**config.mk**
```make
export PLATFORM = sky130hd
export DESIGN_NAME = vga_vtiming_param_flat
export DESIGN_NICKNAME = d
export VERILOG_FILES = /design/src/rtl/vga_vtiming_param_if.sv /design/src/rtl/vga_vtiming_param.sv /design/src/flat_wrapper.sv
export SDC_FILE = /design/constraint.sdc
export NUM_CORES = 1
export LEC_CHECK = 0
export BUFFER_PORTS_ARGS = -buffer_cell sky130_fd_sc_hd__buf_2
export CORE_MARGIN = 2
export CORE_UTILIZATION = 42
export DETAILED_ROUTE_END_ITERATION = 6
export GPL_TIMING_DRIVEN = 0
export PLACE_DENSITY = 0.59
export SKIP_CTS_REPAIR_TIMING = 1
export SYNTH_ARGS = -nofsm -noshare
export SYNTH_HDL_FRONTEND = slang
export SYNTH_SLANG_ARGS = --single-unit
```
**constraint.sdc**
```tcl
create_clock -name clk -period 3.7 [get_ports clk]
set_input_delay 0 -clock clk [delete_from_list [all_inputs] [get_ports clk]]
set_output_delay 0 -clock clk [all_outputs]
set_load 0.02 [all_outputs]
```
**src/rtl/vga_vtiming_param_if.sv**
```systemverilog
// rtl/vga_vtiming_param_if.sv - line-tick inputs and vertical timing outputs of the VGA vertical timer
interface vga_vtiming_param_if #(
    parameter int ROW_W   = 7,
    parameter int FRAME_W = 8
) ();
    logic               en;
    logic               line_tick;
    logic               VSYNC;
    logic [ROW_W-1:0]   VPIXEL;
    logic               vactive;
    logic               frame_start;
    logic [11:0]        line_num;
    logic [FRAME_W-1:0] frame_cnt;

    modport master (
        output en, line_tick,
        input  VSYNC, VPIXEL, vactive, frame_start, line_num, frame_cnt
    );

    modport slave (
        input  en, line_tick,
        output VSYNC, VPIXEL, vactive, frame_start, line_num, frame_cnt
    );
endinterface

```
**src/rtl/vga_vtiming_param.sv**
```systemverilog
// rtl/vga_vtiming_param.sv - line-counting vertical timing generator with BRAM row replication
module vga_vtiming_param #(
    parameter int V_ACTIVE  = 480,
    parameter int V_FP      = 10,
    parameter int V_SYNC    = 2,
    parameter int V_BP      = 33,
    parameter int ROW_SCALE = 5,
    parameter int ROW_W     = 7,
    parameter bit SYNC_POL  = 1'b0,
    parameter int FRAME_W   = 8
) (
    input  logic              clk,
    input  logic              reset,
    vga_vtiming_param_if.slave vt
);
    localparam int RS_SAFE = (ROW_SCALE < 1) ? 1 : ROW_SCALE;

    generate
        if (V_ACTIVE < 1 || V_FP < 1 || V_SYNC < 1 || V_BP < 1 || ROW_SCALE < 1) begin : g_bad_len
            $error("vga_vtiming_param: V_ACTIVE, V_FP, V_SYNC, V_BP and ROW_SCALE must all be >= 1");
        end
        if ((V_ACTIVE % RS_SAFE) != 0) begin : g_bad_scale
            $error("vga_vtiming_param: V_ACTIVE must be a multiple of ROW_SCALE");
        end
        if ((V_ACTIVE / RS_SAFE - 1) >= (1 << ROW_W)) begin : g_bad_row_w
            $error("vga_vtiming_param: ROW_W too narrow for V_ACTIVE/ROW_SCALE-1");
        end
    endgenerate

    localparam logic [1:0] ST_ACTIVE = 2'd0;
    localparam logic [1:0] ST_FRONT  = 2'd1;
    localparam logic [1:0] ST_SYNC   = 2'd2;
    localparam logic [1:0] ST_BACK   = 2'd3;

    localparam logic [11:0] ACT_LAST   = 12'(V_ACTIVE - 1);
    localparam logic [11:0] FP_LAST    = 12'(V_FP - 1);
    localparam logic [11:0] SYNC_LAST  = 12'(V_SYNC - 1);
    localparam logic [11:0] BP_LAST    = 12'(V_BP - 1);
    localparam logic [11:0] REP_LAST   = 12'(RS_SAFE - 1);

    logic [1:0]         state_q, state_d;
    logic [11:0]        seg_cnt_q, seg_cnt_d;
    logic [11:0]        rep_cnt_q, rep_cnt_d;
    logic [ROW_W-1:0]   vpixel_q, vpixel_d;
    logic [11:0]        line_num_q, line_num_d;
    logic [FRAME_W-1:0] frame_cnt_q, frame_cnt_d;
    logic               frame_start_q, frame_start_d;
    logic               vsync_q, vsync_d;
    logic               vactive_q, vactive_d;
    logic [11:0]        seg_last;
    logic               adv;
    logic               seg_done;

    assign adv = vt.en & vt.line_tick;

    always_comb begin
        seg_last = ACT_LAST;
        case (state_q)
            ST_ACTIVE: seg_last = ACT_LAST;
            ST_FRONT:  seg_last = FP_LAST;
            ST_SYNC:   seg_last = SYNC_LAST;
            default:   seg_last = BP_LAST;
        endcase
    end

    assign seg_done = (seg_cnt_q == seg_last);

    always_comb begin
        state_d       = state_q;
        seg_cnt_d     = seg_cnt_q;
        rep_cnt_d     = rep_cnt_q;
        vpixel_d      = vpixel_q;
        line_num_d    = line_num_q;
        frame_cnt_d   = frame_cnt_q;
        frame_start_d = 1'b0;
        if (adv) begin
            line_num_d = line_num_q + 12'd1;
            if (seg_done) begin
                seg_cnt_d = 12'd0;
                case (state_q)
                    ST_ACTIVE: state_d = ST_FRONT;
                    ST_FRONT:  state_d = ST_SYNC;
                    ST_SYNC:   state_d = ST_BACK;
                    default:   state_d = ST_ACTIVE;
                endcase
            end else begin
                seg_cnt_d = seg_cnt_q + 12'd1;
            end
            // V_ACTIVE is a multiple of ROW_SCALE, so the last active line always lands on a row wrap.
            if (state_q == ST_ACTIVE) begin
                if (rep_cnt_q == REP_LAST) begin
                    rep_cnt_d = 12'd0;
                    vpixel_d  = seg_done ? '0 : vpixel_q + ROW_W'(1);
                end else begin
                    rep_cnt_d = rep_cnt_q + 12'd1;
                end
            end else begin
                rep_cnt_d = 12'd0;
                vpixel_d  = '0;
            end
            if (state_q == ST_BACK && seg_done) begin
                line_num_d    = 12'd0;
                frame_cnt_d   = frame_cnt_q + FRAME_W'(1);
                frame_start_d = 1'b1;
            end
        end
    end

    assign vsync_d   = (state_d == ST_SYNC) ? SYNC_POL : ~SYNC_POL;
    assign vactive_d = (state_d == ST_ACTIVE);

    always_ff @(posedge clk or posedge reset) begin
        if (reset) begin
            state_q       <= ST_ACTIVE;
            seg_cnt_q     <= 12'd0;
            rep_cnt_q     <= 12'd0;
            vpixel_q      <= '0;
            line_num_q    <= 12'd0;
            frame_cnt_q   <= '0;
            frame_start_q <= 1'b0;
            vsync_q       <= ~SYNC_POL;
            vactive_q     <= 1'b1;
        end else begin
            state_q       <= state_d;
            seg_cnt_q     <= seg_cnt_d;
            rep_cnt_q     <= rep_cnt_d;
            vpixel_q      <= vpixel_d;
            line_num_q    <= line_num_d;
            frame_cnt_q   <= frame_cnt_d;
            frame_start_q <= frame_start_d;
            vsync_q       <= vsync_d;
            vactive_q     <= vactive_d;
        end
    end

    assign vt.VSYNC       = vsync_q;
    assign vt.VPIXEL      = vpixel_q;
    assign vt.vactive     = vactive_q;
    assign vt.frame_start = frame_start_q;
    assign vt.line_num    = line_num_q;
    assign vt.frame_cnt   = frame_cnt_q;
endmodule

```
**src/flat_wrapper.sv**
```systemverilog
// flat-port wrapper written by rule: the top's interface ports become plain ports
module vga_vtiming_param_flat 
#(
    parameter int V_ACTIVE  = 480,
    parameter int V_FP      = 10,
    parameter int V_SYNC    = 2,
    parameter int V_BP      = 33,
    parameter int ROW_SCALE = 5,
    parameter int ROW_W     = 7,
    parameter bit SYNC_POL  = 1'b0,
    parameter int FRAME_W   = 8
)
  (clk, reset, vt_en, vt_line_tick, vt_VSYNC, vt_VPIXEL, vt_vactive, vt_frame_start, vt_line_num, vt_frame_cnt);
  vga_vtiming_param_if #(.ROW_W(ROW_W), .FRAME_W(FRAME_W)) vt_i ();
  input  logic clk;
  input  logic reset;
  input wire logic [$bits(vt_i.en)-1:0] vt_en;
  input wire logic [$bits(vt_i.line_tick)-1:0] vt_line_tick;
  output wire logic [$bits(vt_i.VSYNC)-1:0] vt_VSYNC;
  output wire logic [$bits(vt_i.VPIXEL)-1:0] vt_VPIXEL;
  output wire logic [$bits(vt_i.vactive)-1:0] vt_vactive;
  output wire logic [$bits(vt_i.frame_start)-1:0] vt_frame_start;
  output wire logic [$bits(vt_i.line_num)-1:0] vt_line_num;
  output wire logic [$bits(vt_i.frame_cnt)-1:0] vt_frame_cnt;
  assign vt_i.en = vt_en;
  assign vt_i.line_tick = vt_line_tick;
  assign vt_VSYNC = vt_i.VSYNC;
  assign vt_VPIXEL = vt_i.VPIXEL;
  assign vt_vactive = vt_i.vactive;
  assign vt_frame_start = vt_i.frame_start;
  assign vt_line_num = vt_i.line_num;
  assign vt_frame_cnt = vt_i.frame_cnt;
  vga_vtiming_param #(.V_ACTIVE(V_ACTIVE), .V_FP(V_FP), .V_SYNC(V_SYNC), .V_BP(V_BP), .ROW_SCALE(ROW_SCALE), .ROW_W(ROW_W), .SYNC_POL(SYNC_POL), .FRAME_W(FRAME_W)) u_core (.clk(clk), .reset(reset), .vt(vt_i));
endmodule
```
---- Word-level counts from Yosys, hierarchy flattened ----
Index checks and enable logic that the tools add are counted.
word-level totals
  register bits after elaboration ......... 56
  input bits .............................. 4
  output and inout bits ................... 30
  logic and storage cells ................. 41
operators by class
  $add $sub $neg .......................... 5
  equal/unequal tests ..................... 7
  muxes and demuxes ....................... 14
  bitwise logic cells ..................... 1
  reductions and logical operators ........ 5
operator list
  cell                                                   number
  two-way mux 12 bit                                     4
  adder 12 x 1 -> 12 bit (second input constant)         3
  one-hot mux 9 bit (3 select lines)                     1
  two-way mux 7 bit                                      3
  equality test 12 x 3 -> 1 bit (second input constant)  1
  equality test 12 x 9 -> 1 bit                          1
  adder 8 x 1 -> 8 bit (second input constant)           1
  adder 7 x 1 -> 7 bit (second input constant)           1
  equality test 2 bit (second input constant)            3
  one-hot mux 2 bit (3 select lines)                     1
  logical NOT 2 bit                                      2
  two-way mux 2 bit                                      2
  AND reduction 2 bit                                    2
  two-way mux 1 bit                                      3
  equality test 2 x 1 -> 1 bit (second input constant)   1
  inequality test 2 bit (second input constant)          1
  bitwise AND 1 bit                                      1
  logical AND 1 bit                                      1

---- Longest topological paths before layout ----
  depth in word-level cells ............... 7
  depth in mapped cells ................... 9
  mapped depth without buffers ............ 7

---- Least setup slack after synthesis ----
OpenSTA, ideal clock, no wires.
  kind .................................... flip-flop to flip-flop
  from .................................... register u_core.state_q[0]
  to ...................................... register u_core.frame_cnt_q[1] (netlist: u_core.vt.frame_cnt[1])
  library setup time ...................... 0.128 ns
  arrival ................................. 2.444 ns
  required time ........................... 3.572 ns
  path slack .............................. 1.129 ns
  stages on the path, launching flop included .. 7
  buffers on the path ..................... 1
  period minus slack after synthesis ...... 2.571 ns
  path through ............................ dfrtp_1 ha_1 or3b_1 a2111o_1 or4_4 buf_6 mux2_1
between the ends
  longest elaborated chain between the ends .. 5
  elaborated cells on any way between the ends .. 8
  those cells by class .................... 4 x eq/ne; 1 x mux; 3 x reduce/logical
ends and longest elaborated chain
  what                                         line                      RTL
  from (decl)                                  vga_vtiming_param.sv:41   logic [1:0] state_q, state_d;
  from (signal assigned)                       vga_vtiming_param.sv:124  state_q <= state_d;
  equality test 2 bit (tied with other cells)  vga_vtiming_param.sv:58   case (state_q)
  one-hot mux 9 bit (3 select lines)           vga_vtiming_param.sv:58
  equality test 12 x 9 -> 1 bit                vga_vtiming_param.sv:66   assign seg_done = (seg_cnt_q == seg_last);
  logical AND 1 bit (*)                        vga_vtiming_param.sv:101  if (state_q == ST_BACK && seg_done) begin
  AND reduction 2 bit (no source line) (*)     n/a
  to (signal assigned)                         vga_vtiming_param.sv:129  frame_cnt_q <= frame_cnt_d;
  to (decl)                                    vga_vtiming_param.sv:46   logic [FRAME_W-1:0] frame_cnt_q, frame_cnt_d;
Mark *: on every way between the ends. The rest lies on a longest branch, timed or not.
A chain may end at the register's enable or synchronous reset.

---- Worst setup path in the final report ----
  from .................................... register u_core.state_q[0]
  to ...................................... register u_core.vactive_q (netlist: u_core.vt.vactive)
between the ends
  longest elaborated chain between the ends .. 6
  elaborated cells on any way between the ends .. 9
  those cells by class .................... 3 x eq/ne; 4 x mux; 2 x reduce/logical
ends and longest elaborated chain
  what                                         line                                              RTL
  equality test 2 bit (tied with other cells)  vga_vtiming_param.sv:58, vga_vtiming_param.sv:80
  one-hot mux 9 bit (3 select lines)           vga_vtiming_param.sv:58
  equality test 12 x 9 -> 1 bit                vga_vtiming_param.sv:66
  two-way mux 2 bit                            vga_vtiming_param.sv:78                           if (seg_done) begin
  two-way mux 2 bit (*)                        vga_vtiming_param.sv:76                           if (adv) begin
  logical NOT 2 bit (*)                        vga_vtiming_param.sv:110                          assign vactive_d = (state_d == ST_ACTIVE);
  named net u_core.vactive_d                   vga_vtiming_param.sv:49                           logic vactive_q, vactive_d;
  to (signal assigned)                         vga_vtiming_param.sv:132                          vactive_q <= vactive_d;
  to (decl)                                    vga_vtiming_param.sv:49
Mark *: on every way through the listed nets, which the timed path passes. The rest lies on a longest branch.

==> flow_metrics.tcl <==
set metrics [dict create \
    status "completed" \
    cts_buffer_depth 2 \
    grtUsageTotal 0.1628 \
    crit_fanout 10 \
    min_period_ns 2.872 \
    die_h_um 87.01 \
    pwr_density_cell_mw_per_mm2 589.3 \
    clockPowerShare 0.215 \
    portBuffers 33 \
    first_pass_iters 4 \
    netSwitchingPower_uw 754.9 \
    core_area_mm2 0.006719 \
    relSlewSlack 0.5769 \
    wl_met1_um 2923 \
    clk_pin_slew_worst_paths_ns 0.11 \
    path_class "flip-flop to flip-flop" \
    final_cell_mix "dfrtp_1 (54), nand2_1 (35), buf_2 (33)" \
    detail-route-antenna-nets 0 \
    syn-instance-count 299 \
    first_global_vias 2125 \
    worst_setup_path_start_kind "flip-flop" \
    clock-root-buffer "clkbuf_8" \
    final-setup-viol-count 0 \
    synth_edf_count 0 \
    layout-drive-gt1-share 0.1579 \
    yosysUniqueCellTypes 45 \
    rsz0062_at_grt "no" \
    h-tree-depth 2 \
    p_leak_nw 1.554 \
    cell_internal_pwr_mw 1.192 \
    numCtsBuffers 5 \
    insertedDiodeCount 0 \
    final_nets 356 \
    worstSkewPairLatency_ns 0.32 \
    highest_layer "met4" \
    power_mw 1.947 \
    final_common_cell "dfrtp_1" \
    yosysWarnings 0 \
    synth_ff_type "dfrtp_1" \
    wl_met3_um 114 \
    grt_max_degree 41 \
    syn-num-nets 314 \
    p_seq_frac 0.455 \
    dp_worst_setup_slack_ns 0.8617 \
    initial_core_util 0.4307 \
    cp.arrival_ns 3.11 \
    fin_skew_ns 0.004620 \
    max_cap_viol_count 0 \
    grt-ovfl-total 0 \
    async_flop_share 1.000 \
    syn_area_per_cell_um2 9.679 \
    hold_violations 0 \
    area_growth_pct 14.18 \
    fp-row-count 30 \
    hpwlAfterDp_um 4167 \
    setup.worst_path.end_class "flip-flop" \
    drt_iter0_drc 93 \
    ys_seq_area_frac 0.4851 \
    grt_pass1_wl_um 9784 \
    required_ns 3.93 \
    max_freq_mhz 348.1 \
    tritoncts "yes" \
    fillers 653 \
    dieArea_mm2 0.007571 \
    setup_tns_ns 0 \
    cts.sinks 56 \
    drc_errors 0 \
    synth-seq-cells 56 \
    fin_ws_ns 0.8275 \
    fp.dieW_um 87.01 \
    vias_per_cell 5.308 \
    hold_class "input pin to flip-flop" \
    ir_drop_mv 0.2493 \
    syn-cell-area_mm2 0.002894 \
    comb_power_share 0.330 \
    vias 2240 \
    gp_congestion 0.7493 \
    route.met2.wl_um 2602 \
    wl_per_cell_um 13.57 \
    finalCritPeriodShare 0.7764 \
    wirelength_um 5725 \
    antenna_found_initial 0 \
    swShare 0.3877 \
    slew_viol_final 0 \
    worstMarginPinSlew_ns 0.6294 \
    io_pins 34 \
]
[synthesized netlist by cell type, types with 2 or more instances]
cell type	n	share of area
xnor2_1	14	0.042
ha_1	11	0.048
nor4_1	5	0.011
a31oi_1	2	0.0043
xor2_1	17	0.051
a21oi_1	4	0.0069
clkbuf_1	8	0.010
or3_1	2	0.0043
a2bb2oi_1	2	0.0061
dfstp_2	2	0.018
o311ai_0	2	0.0061
and2_1	3	0.0065
nand3b_1	2	0.0052
nor2_1	29	0.038
o31ai_1	6	0.016
o21ai_0	13	0.022
inv_1	10	0.013
nand3_1	20	0.035
and4_1	2	0.0061
a21o_1	5	0.013
dfrtp_1	54	0.47
nor3_1	9	0.016
nand2_1	35	0.045
nor4b_1	2	0.0061
nand2b_1	2	0.0043
o22ai_1	2	0.0043
or2_2	4	0.0086
o21ai_1	2	0.0035
nor2b_1	2	0.0043
and3_1	6	0.013
nand4_1	8	0.017
[flip-flops by register name, indices dropped and copies added, names as in the netlist]
name,flops
u_core.rep_cnt_q,12
u_core.seg_cnt_q,12
u_core.vt.line_num,12
u_core.vt.frame_cnt,8
u_core.vt.VPIXEL,7
u_core.state_q,2
u_core.vt.VSYNC,1
u_core.vt.frame_start,1
u_core.vt.vactive,1
[layout make-up]
type	instances	area, um^2	area share
Clock buffer	5	68.82	0.02083
Inverter	10	37.54	0.01136
Multi-Input combinational cell	224	1411	0.4271
Timing Repair Buffer	35	195.2	0.05907
Buffer	9	41.29	0.01250
Tap cell	80	100.1	0.03029
Sequential cell	56	1404	0.4248
Clock inverter	3	46.29	0.01401
[cell families (layout without fill, tap and decap cells)]
logic type,after synthesis,after routing,share of synthesized area
adders and majority gates,11,11,0.04756
xor gates and xnor gates,31,31,0.09382
DFF,56,56,0.4851
buffers and inverters,19,62,0.02724
and+or+nand+nor,136,136,0.2391
muxes,1,1,0.003891
AOI/OAI and AO/OA,45,45,0.1033
[worst max-delay path, cell delays in order (launching register included)]
cell      delay (ns)
dfrtp_1         0.46
ha_1            0.25
or3b_1          0.40
a2111o_1        0.49
nor4_2          0.57
clkbuf_1        0.39
nand3b_1        0.13
o31ai_1         0.09
[power groups by stage]
stage          combinational (mW)  sequential, mW  clock [mW]
2_1_floorplan               0.380           0.965           0
3_3_place_gp                0.633           0.894           0
3_5_place_dp                0.647           0.900           0
4_1_cts                     0.651           0.887       0.431
5_1_grt                     0.729           0.909       0.453
6_report                    0.643           0.886       0.418
[routing by layer]
metal | vias up | GRT usage
met3 | 7 | 0.03602
met4 | 0 | 0.06250
met2 | 23 | 0.2464
met1 | 1077 | 0.2276
li1 | 1133 | -
met5 | - | 0
[stage by stage]
step | cells | hold slack [ns] | utilization | cell area (um^2)
after detailed placement | 413 | 0.009718 | 0.4732 | 3179
after CTS | 421 | -0.3381 | 0.4903 | 3294
final | 422 | 0.1556 | 0.4918 | 3304
after global routing | 422 | 0.1745 | 0.4918 | 3304
after global placement | 412 | 0.4461 | 0.4702 | 3159
after floorplan | 299 | 0.3104 | - | 2894
[path summary, 6_finish.rpt]
| check | start | to | slack [ns] | depth (start not counted) |
|---|---|---|---|---|
| hold / removal | vt_line_tick | u_core.seg_cnt_q[2] | 0.16 | 4 |
| hold reg to reg | u_core.vt.frame_cnt[7] | u_core.vt.frame_cnt[7] | 0.46 | 1 |
| min in group asynchronous | reset | u_core.vt.frame_cnt[7] | 0.20 | 3 |
| setup / recovery | u_core.state_q[0] | u_core.vt.vactive | 0.83 | 7 |
| max in group asynchronous | reset | u_core.vt.vactive | 2.91 | 4 |
| setup reg to reg | u_core.state_q[0] | u_core.vt.vactive | 0.83 | 7 |
(Power assumes the default switching activity.)
